===== src/rtl/uart_16550_rx.sv =====
// 16550-compatible UART receiver: synchroniser, bit-timing FSM, FWFT byte FIFO and sticky LSR flags.
// Optional UART_RX_PARITY_EN adds a parity bit between data and stop plus a sticky parity_err flag.
module uart_16550_rx #(
  parameter int FIFO_DEPTH  = 16,
  parameter int SYNC_STAGES = 2
) (
  input  logic                          clk,
  input  logic                          rst_n,
  input  logic                          uart_rx,
  input  logic [15:0]                   baud_divisor,
  input  logic                          rd_en,
  input  logic                          err_clr,
`ifdef UART_RX_PARITY_EN
  input  logic                          parity_en,
  input  logic                          parity_even,
  output logic                          parity_err,
`endif
  output logic [7:0]                    rx_data,
  output logic                          data_ready,
  output logic                          overrun_err,
  output logic                          framing_err,
  output logic                          rx_busy,
  output logic [$clog2(FIFO_DEPTH):0]   fifo_count
);
  localparam int AW = $clog2(FIFO_DEPTH);
  localparam logic [AW:0] FULL_CNT = (AW+1)'(FIFO_DEPTH);

  typedef enum logic [2:0] {
    IDLE,
    START,
    DATA,
`ifdef UART_RX_PARITY_EN
    PARITY,
`endif
    STOP,
    BREAK_WAIT
  } state_t;

  logic [SYNC_STAGES-1:0] sync_q;
  logic                   rx_s;

  state_t      state_q, state_d;
  logic [15:0] cnt_q, cnt_d;
  logic [2:0]  bit_idx_q, bit_idx_d;
  logic [7:0]  shift_q, shift_d;
  logic        push, set_fe;
`ifdef UART_RX_PARITY_EN
  logic        set_pe, pe_q;
`endif

  logic [7:0]    mem [FIFO_DEPTH];
  logic [AW-1:0] wr_ptr, rd_ptr;
  logic [AW:0]   count_q;
  logic          pop, full, wr, ovr;
  logic          oe_q, fe_q;

  // Synchroniser presets to idle-high so reset never looks like a start bit.
  always_ff @(posedge clk) begin
    if (!rst_n) sync_q <= '1;
    else        sync_q <= {sync_q[SYNC_STAGES-2:0], uart_rx};
  end
  assign rx_s = sync_q[SYNC_STAGES-1];

  always_ff @(posedge clk) begin
    if (!rst_n) begin
      state_q   <= IDLE;
      cnt_q     <= '0;
      bit_idx_q <= '0;
      shift_q   <= '0;
    end else begin
      state_q   <= state_d;
      cnt_q     <= cnt_d;
      bit_idx_q <= bit_idx_d;
      shift_q   <= shift_d;
    end
  end

  always_comb begin
    state_d   = state_q;
    cnt_d     = (cnt_q != 16'd0) ? cnt_q - 16'd1 : cnt_q;
    bit_idx_d = bit_idx_q;
    shift_d   = shift_q;
    push      = 1'b0;
    set_fe    = 1'b0;
`ifdef UART_RX_PARITY_EN
    set_pe    = 1'b0;
`endif
    case (state_q)
      IDLE: begin
        cnt_d = cnt_q;
        if (!rx_s) begin
          state_d = START;
          cnt_d   = baud_divisor >> 1;
        end
      end
      START: begin
        if (cnt_q == 16'd0) begin
          if (!rx_s) begin
            state_d   = DATA;
            cnt_d     = baud_divisor;
            bit_idx_d = 3'd0;
          end else begin
            state_d = IDLE;
          end
        end
      end
      DATA: begin
        if (cnt_q == 16'd0) begin
          shift_d[bit_idx_q] = rx_s;
          cnt_d              = baud_divisor;
          if (bit_idx_q == 3'd7) begin
`ifdef UART_RX_PARITY_EN
            state_d = parity_en ? PARITY : STOP;
`else
            state_d = STOP;
`endif
          end else begin
            bit_idx_d = bit_idx_q + 3'd1;
          end
        end
      end
`ifdef UART_RX_PARITY_EN
      PARITY: begin
        if (cnt_q == 16'd0) begin
          // Odd total ones is an error for even parity, even total for odd parity.
          set_pe  = parity_even ? (^shift_q ^ rx_s) : ~(^shift_q ^ rx_s);
          cnt_d   = baud_divisor;
          state_d = STOP;
        end
      end
`endif
      STOP: begin
        if (cnt_q == 16'd0) begin
          push = 1'b1;
          if (rx_s) begin
            state_d = IDLE;
          end else begin
            set_fe  = 1'b1;
            state_d = BREAK_WAIT;
          end
        end
      end
      BREAK_WAIT: begin
        if (rx_s) state_d = IDLE;
      end
      default: state_d = IDLE;
    endcase
  end

  // A pop frees the slot a same-cycle push needs, so full+pop+push is not an overrun.
  assign pop  = rd_en && (count_q != '0);
  assign full = (count_q == FULL_CNT);
  assign wr   = push && (!full || pop);
  assign ovr  = push && full && !pop;

  always_ff @(posedge clk) begin
    if (!rst_n) begin
      wr_ptr  <= '0;
      rd_ptr  <= '0;
      count_q <= '0;
    end else begin
      if (wr)  wr_ptr <= wr_ptr + 1'b1;
      if (pop) rd_ptr <= rd_ptr + 1'b1;
      case ({wr, pop})
        2'b10:   count_q <= count_q + 1'b1;
        2'b01:   count_q <= count_q - 1'b1;
        default: count_q <= count_q;
      endcase
    end
  end

  always_ff @(posedge clk) begin
    if (wr) mem[wr_ptr] <= shift_q;
  end

  // Sticky flags: a set on the same edge as err_clr wins.
  always_ff @(posedge clk) begin
    if (!rst_n) begin
      oe_q <= 1'b0;
      fe_q <= 1'b0;
    end else begin
      oe_q <= (oe_q & ~err_clr) | ovr;
      fe_q <= (fe_q & ~err_clr) | set_fe;
    end
  end

`ifdef UART_RX_PARITY_EN
  always_ff @(posedge clk) begin
    if (!rst_n) pe_q <= 1'b0;
    else        pe_q <= (pe_q & ~err_clr) | set_pe;
  end
  assign parity_err = pe_q;
`endif

  assign rx_data     = (count_q != '0) ? mem[rd_ptr] : 8'h00;
  assign data_ready  = (count_q != '0);
  assign overrun_err = oe_q;
  assign framing_err = fe_q;
  assign rx_busy     = (state_q != IDLE);
  assign fifo_count  = count_q;
endmodule


===== config.mk =====
export PLATFORM = sky130hd
export DESIGN_NAME = uart_16550_rx
export DESIGN_NICKNAME = d
export VERILOG_FILES = /design/src/rtl/uart_16550_rx.sv
export SDC_FILE = /design/constraint.sdc
export NUM_CORES = 1
export LEC_CHECK = 0
export ABC_CLOCK_PERIOD_IN_PS = 9000
export CORE_ASPECT_RATIO = 2
export CORE_MARGIN = 5
export CORE_UTILIZATION = 67
export CTS_BUF_LIST = sky130_fd_sc_hd__clkbuf_4
export DETAILED_ROUTE_END_ITERATION = 10
export GPL_TIMING_DRIVEN = 0
export PLACE_DENSITY = 0.87
export SYNTH_ARGS = -nofsm -noshare
export SYNTH_HDL_FRONTEND = slang
export SYNTH_SLANG_ARGS = --single-unit

===== constraint.sdc =====
create_clock -name clk -period 9 [get_ports clk]
set_clock_uncertainty 0.05 [all_clocks]
set_input_delay 0.9 -clock clk [delete_from_list [all_inputs] [get_ports clk]]
set_output_delay 0.9 -clock clk [all_outputs]
set_load 0.02 [all_outputs]

==> results.md <==
Power and ir drop:
- The total internal power is 1210 uW.
- Dividing total power by cell area gives a power density of 208 nW/um2.
- The sequential cell fraction of total power is 50.8%.
- The share of total power in the clock network is 22.1%.
- The switching component of the power is 621 uW.
- In this run switching power makes up 33.9% of total power.
- The analysis attributes to cell leakage a power of 0.00317 uW.
- Of the total power, combinational logic draws 27.2%.
- VDD sags by at most 0.151 mV.

Logic synthesis:
- For this run, the number of Yosys warnings is 0.
- The average cell area after synthesis is 13.7 um2.
- The netlist area before placement is 7990 um2.
- Of all cell types, the one taking the most synthesized area is sky130_fd_sc_hd__edfxtp_1.
- In the synthesized netlist, the number of instances is 581.
- The fraction of the yosys area taken by sequential cells is 60.9%.
- By area the synthesized netlist is led by sky130_fd_sc_hd__edfxtp_1 48%, sky130_fd_sc_hd__dfxtp_1 13%, sky130_fd_sc_hd__mux4_2 11%, sky130_fd_sc_hd__nand2_1 1.9%, sky130_fd_sc_hd__o21ai_0 1.8%.
- The synthesized netlist contains 67 unique library cells.
- Counting flops with a built-in enable in the synthesized netlist gives 128.
- In this run, synthesis produced a sequential element count of 179.
- The most used flip-flop cell after synthesis is sky130_fd_sc_hd__edfxtp_1.
- The async set-reset flop share out of synthesis is 0%.
- The net count of the mapped netlist is 614.
- The synthesized design devotes to its leading area cell type 48.1% of total area.

Floorplan:
- Measured along the y axis, the die boundary spans 164 um.
- The number of cell rows is 56.
- Once the floorplan was initialized, standard cells occupied 68.2% of the core.
- The core area is 11700 um2.
- The die covers 14300 um2.
- The width of the die is 87.2 um.
- The total I/O pin count is 38.

Placement:
- Routability-driven placement finished with a final weighted congestion of 1.05.
- The worst setup timing slack at the placement stage is 5.14 ns.
- The post-detailed-placement half-perimeter wirelength is 15500 um.
- The number of instances in the placed design is 763.
- During placement, the flow inserted port buffers numbering 37.

Worst setup path:
- The data arrival time of the critical path is 3.48 ns.
- The startpoint of the lowest-slack register-to-register path is cnt_q[0].
- Data on the critical path is required at its endpoint by 8.05 ns.
- The startpoint type of the worst setup path is a flip-flop.
- The kind of end point of the critical path is an output port.
- The worst setup path is of the reg2out kind.
- The destination of the critical timing path is rx_data[6].
- Of all nets on the critical path, the largest fanout is 10.
- The slack of the worst reg-to-reg path is 5.14 ns.
- In this run the critical register-to-register path is captured at fifo_count[4].
- The number of cells on the worst reg-to-reg path is 11.

Clock tree:
- The count of instances resized after the clock tree is built is 0.
- The number of clock sinks is 179.
- The number of buffers inserted to repair setup after CTS is 0.
- The TritonCTS buffer count is 17.
- After clock tree synthesis, the clock-pin slew on the worst setup and hold paths is 0.15 ns.
- The clock tree synthesis step divided the H-tree into 4 levels.
- TritonCTS built the clock tree.
- The buffer cell driving the clock tree root is sky130_fd_sc_hd__clkbuf_4.
- For the worst-skew pair, the clock arrives at the later sink with an insertion delay of 0.55 ns.
- The post-cts hold buffer count is 0.
- The number of buffers on the longest clock path is 2.

Timing:
- The final-report max-slew violation count came to 0.
- Static timing analysis puts the maximum clock frequency at 0.226 GHz.
- The final worst hold slack is 0.378 ns.
- The final-report setup violation count is 0.
- The worst path meets setup with 4.57 ns of slack.
- At the pin with the least slew margin, the transition time is 1.26 ns.
- The final critical delay including setup and external delays is 4.43 ns.
- Setup repair after global routing left no endpoint under its margin.
- The final number of hold-violating endpoints was 0.
- Of the available clock period, the critical path in the final layout requires 49.2%.
- For the final routed database, the setup TNS stands at 0 ns.
- Measured against its own limit, the worst slew margin works out to 15.4%.

Detailed routing:
- The final antenna-violating net count is 0.
- Dividing the detail-routed wire length by the instance count gives 25.9 um.
- The violation count after the first detailed-route iteration is 450.
- The post-detailed-route DRC marker count is 0.
- The total detailed-routing wirelength is 20600 um.
- The detailed-route via count is 5441.
- The first detailed-routing pass took 5 iterations.
- The detailed-route vias per instance is 6.84.

Finish:
- Relative to the synthesized area, the layout overhead comes to 10.0%.
- In the final design database the tool counted 670 nets.
- The finished layout holds 795 standard cells, fillers aside.
- The layout cell share with drive strength beyond 1 is 14.9%.

Outcome:
- The flow ran to the end, and the final reports show no timing, DRC or antenna violations.

Global route:
- The global-route congestion overflow total is 0.
- The number of global-route vias before repair is 5688.
- The global routing usage summed across all routing layers is 30.7%.
- The wire length of the first global-routing pass is 31800 um.
- The pin count of the biggest net entering global routing is 18.
- The number of antenna violations at the first check in global routing was 1.

Run:
- Across the run, the number of max-cap violations was 0.

Worst hold path:
- The worst hold path belongs to the class reg2reg.
stage by stage:
stage | utilization, % | power (uW) | area [um2]
after floorplan | - | 1270 | 7990
after global placement | 73.0 | 1420 | 8540
after detailed placement | 73.0 | 1440 | 8540
after CTS | 75.1 | 1820 | 8780
after global routing | 75.1 | 1920 | 8780
final | 75.1 | 1830 | 8780
final cells by class:
type                    instances  area [um2]
plain buffers                  31         134
fillers                       710        2920
inverters                      15        56.3
clock buffers                  17         128
diodes                          1        2.50
multi-input cells             356        2930
well taps                     145         181
clock inverters                14         118
repair buffers                 37         370
flip-flops and latches        179        4860
logic make-up (layout without fill, tap and decap cells):
| logic type | after synthesis | in the layout | share of synthesized area [%] |
|---|---|---|---|
| AOI/OAI and AO/OA | 110 | 110 | 9.06 |
| DFF | 179 | 179 | 60.9 |
| other | 0 | 1 | 0 |
| adders and majority gates | 12 | 12 | 1.97 |
| muxes | 50 | 50 | 12.6 |
| xor gates and xnor gates | 7 | 7 | 0.768 |
| and+or+nand+nor | 177 | 177 | 12.3 |
| buffers and inverters | 46 | 114 | 2.38 |
registers in the layout, indices dropped and copies added, names as in the netlist, 2 cells and up, named ones only:
name / count
bit_idx_q: 3
cnt_q: 16
fifo_count: 5
mem: 128
rd_ptr: 4
shift_q: 8
state_q: 3
sync_q: 2
wr_ptr: 4
worst max-delay path, cell delays in order, from the launching register on:
cell,delay [ns]
sky130_fd_sc_hd__dfxtp_1,0.34
sky130_fd_sc_hd__clkbuf_1,0.34
sky130_fd_sc_hd__buf_2,0.42
sky130_fd_sc_hd__mux4_2,0.62
sky130_fd_sc_hd__mux4_2,0.48
sky130_fd_sc_hd__nor2b_1,0.16
sky130_fd_sc_hd__clkdlybuf4s50_1,0.58
cell usage after synthesis, drive strengths merged (9+ instances only):
master,n
a21oi,22
nand3,11
mux4,40
o21ai,29
dfxtp,51
edfxtp,128
ha,11
buf,12
nor3,17
mux2i,9
and3,17
clkbuf,19
nand2,41
a31oi,15
nor2,30
nor2b,14
inv,15
placed cells by master, fill, tap and decap left out, types with 3 or more instances in the layout:
cell type and count:
sky130_fd_sc_hd__inv_6 6, sky130_fd_sc_hd__o211ai_1 5, sky130_fd_sc_hd__and2_1 3, sky130_fd_sc_hd__nand4_1 8, sky130_fd_sc_hd__mux2i_1 9, sky130_fd_sc_hd__edfxtp_1 128, sky130_fd_sc_hd__and3_1 17, sky130_fd_sc_hd__nand2b_1 5
sky130_fd_sc_hd__or2_2 4, sky130_fd_sc_hd__a221oi_1 3, sky130_fd_sc_hd__a21o_1 3, sky130_fd_sc_hd__ha_1 11, sky130_fd_sc_hd__nand2_1 40, sky130_fd_sc_hd__nand3b_1 3, sky130_fd_sc_hd__or3_1 5, sky130_fd_sc_hd__nor2b_1 14
sky130_fd_sc_hd__nor3_1 16, sky130_fd_sc_hd__nor4_1 5, sky130_fd_sc_hd__xor2_1 4, sky130_fd_sc_hd__dfxtp_1 51, sky130_fd_sc_hd__clkdlybuf4s50_1 37, sky130_fd_sc_hd__nor2_1 30, sky130_fd_sc_hd__clkbuf_1 19, sky130_fd_sc_hd__o21ai_0 29
sky130_fd_sc_hd__buf_1 3, sky130_fd_sc_hd__or4_1 3, sky130_fd_sc_hd__clkbuf_4 17, sky130_fd_sc_hd__a31oi_1 15, sky130_fd_sc_hd__inv_1 15, sky130_fd_sc_hd__a21oi_1 22, sky130_fd_sc_hd__o22ai_1 4, sky130_fd_sc_hd__mux4_2 40
sky130_fd_sc_hd__nand3_1 10, sky130_fd_sc_hd__nor3b_1 4, sky130_fd_sc_hd__clkinvlp_4 5, sky130_fd_sc_hd__buf_2 8, sky130_fd_sc_hd__xnor2_1 3
routing by layer:
metal	part of all wire, %	routed length [um]	global-route usage (%)	vias up
met1	31	6440	30.6	2629
met5	0	0	0	-
li1	-	-	-	2399
met2	56	11500	57.1	305
met4	7.4	1530	18.6	0
met3	5.4	1110	5.49	108
worst min path at each step:
| stage | startpoint | endpoint | slack (ns) | cells past startpoint |
|---|---|---|---|---|
| 2_1_floorplan | sync_q[0] | sync_q[1] | 0.34 | 1 |
| 3_3_place_gp | sync_q[0] | sync_q[1] | 0.34 | 1 |
| 3_5_place_dp | sync_q[0] | sync_q[1] | 0.35 | 1 |
| 4_1_cts | sync_q[0] | sync_q[1] | 0.38 | 1 |
| 5_1_grt | sync_q[0] | sync_q[1] | 0.42 | 1 |
| 6_report | sync_q[0] | sync_q[1] | 0.38 | 1 |
power by group through the flow:
| stage | clock network (uW) | registers, uW | logic, uW |
|---|---|---|---|
| after CTS | 403 | 927 | 494 |
| after floorplan | 0 | 949 | 320 |
| final | 404 | 928 | 497 |
| after detailed placement | 0 | 945 | 493 |
| after global placement | 0 | 944 | 474 |
| after global routing | 449 | 932 | 540 |
Power figures use the tool's default switching activity.
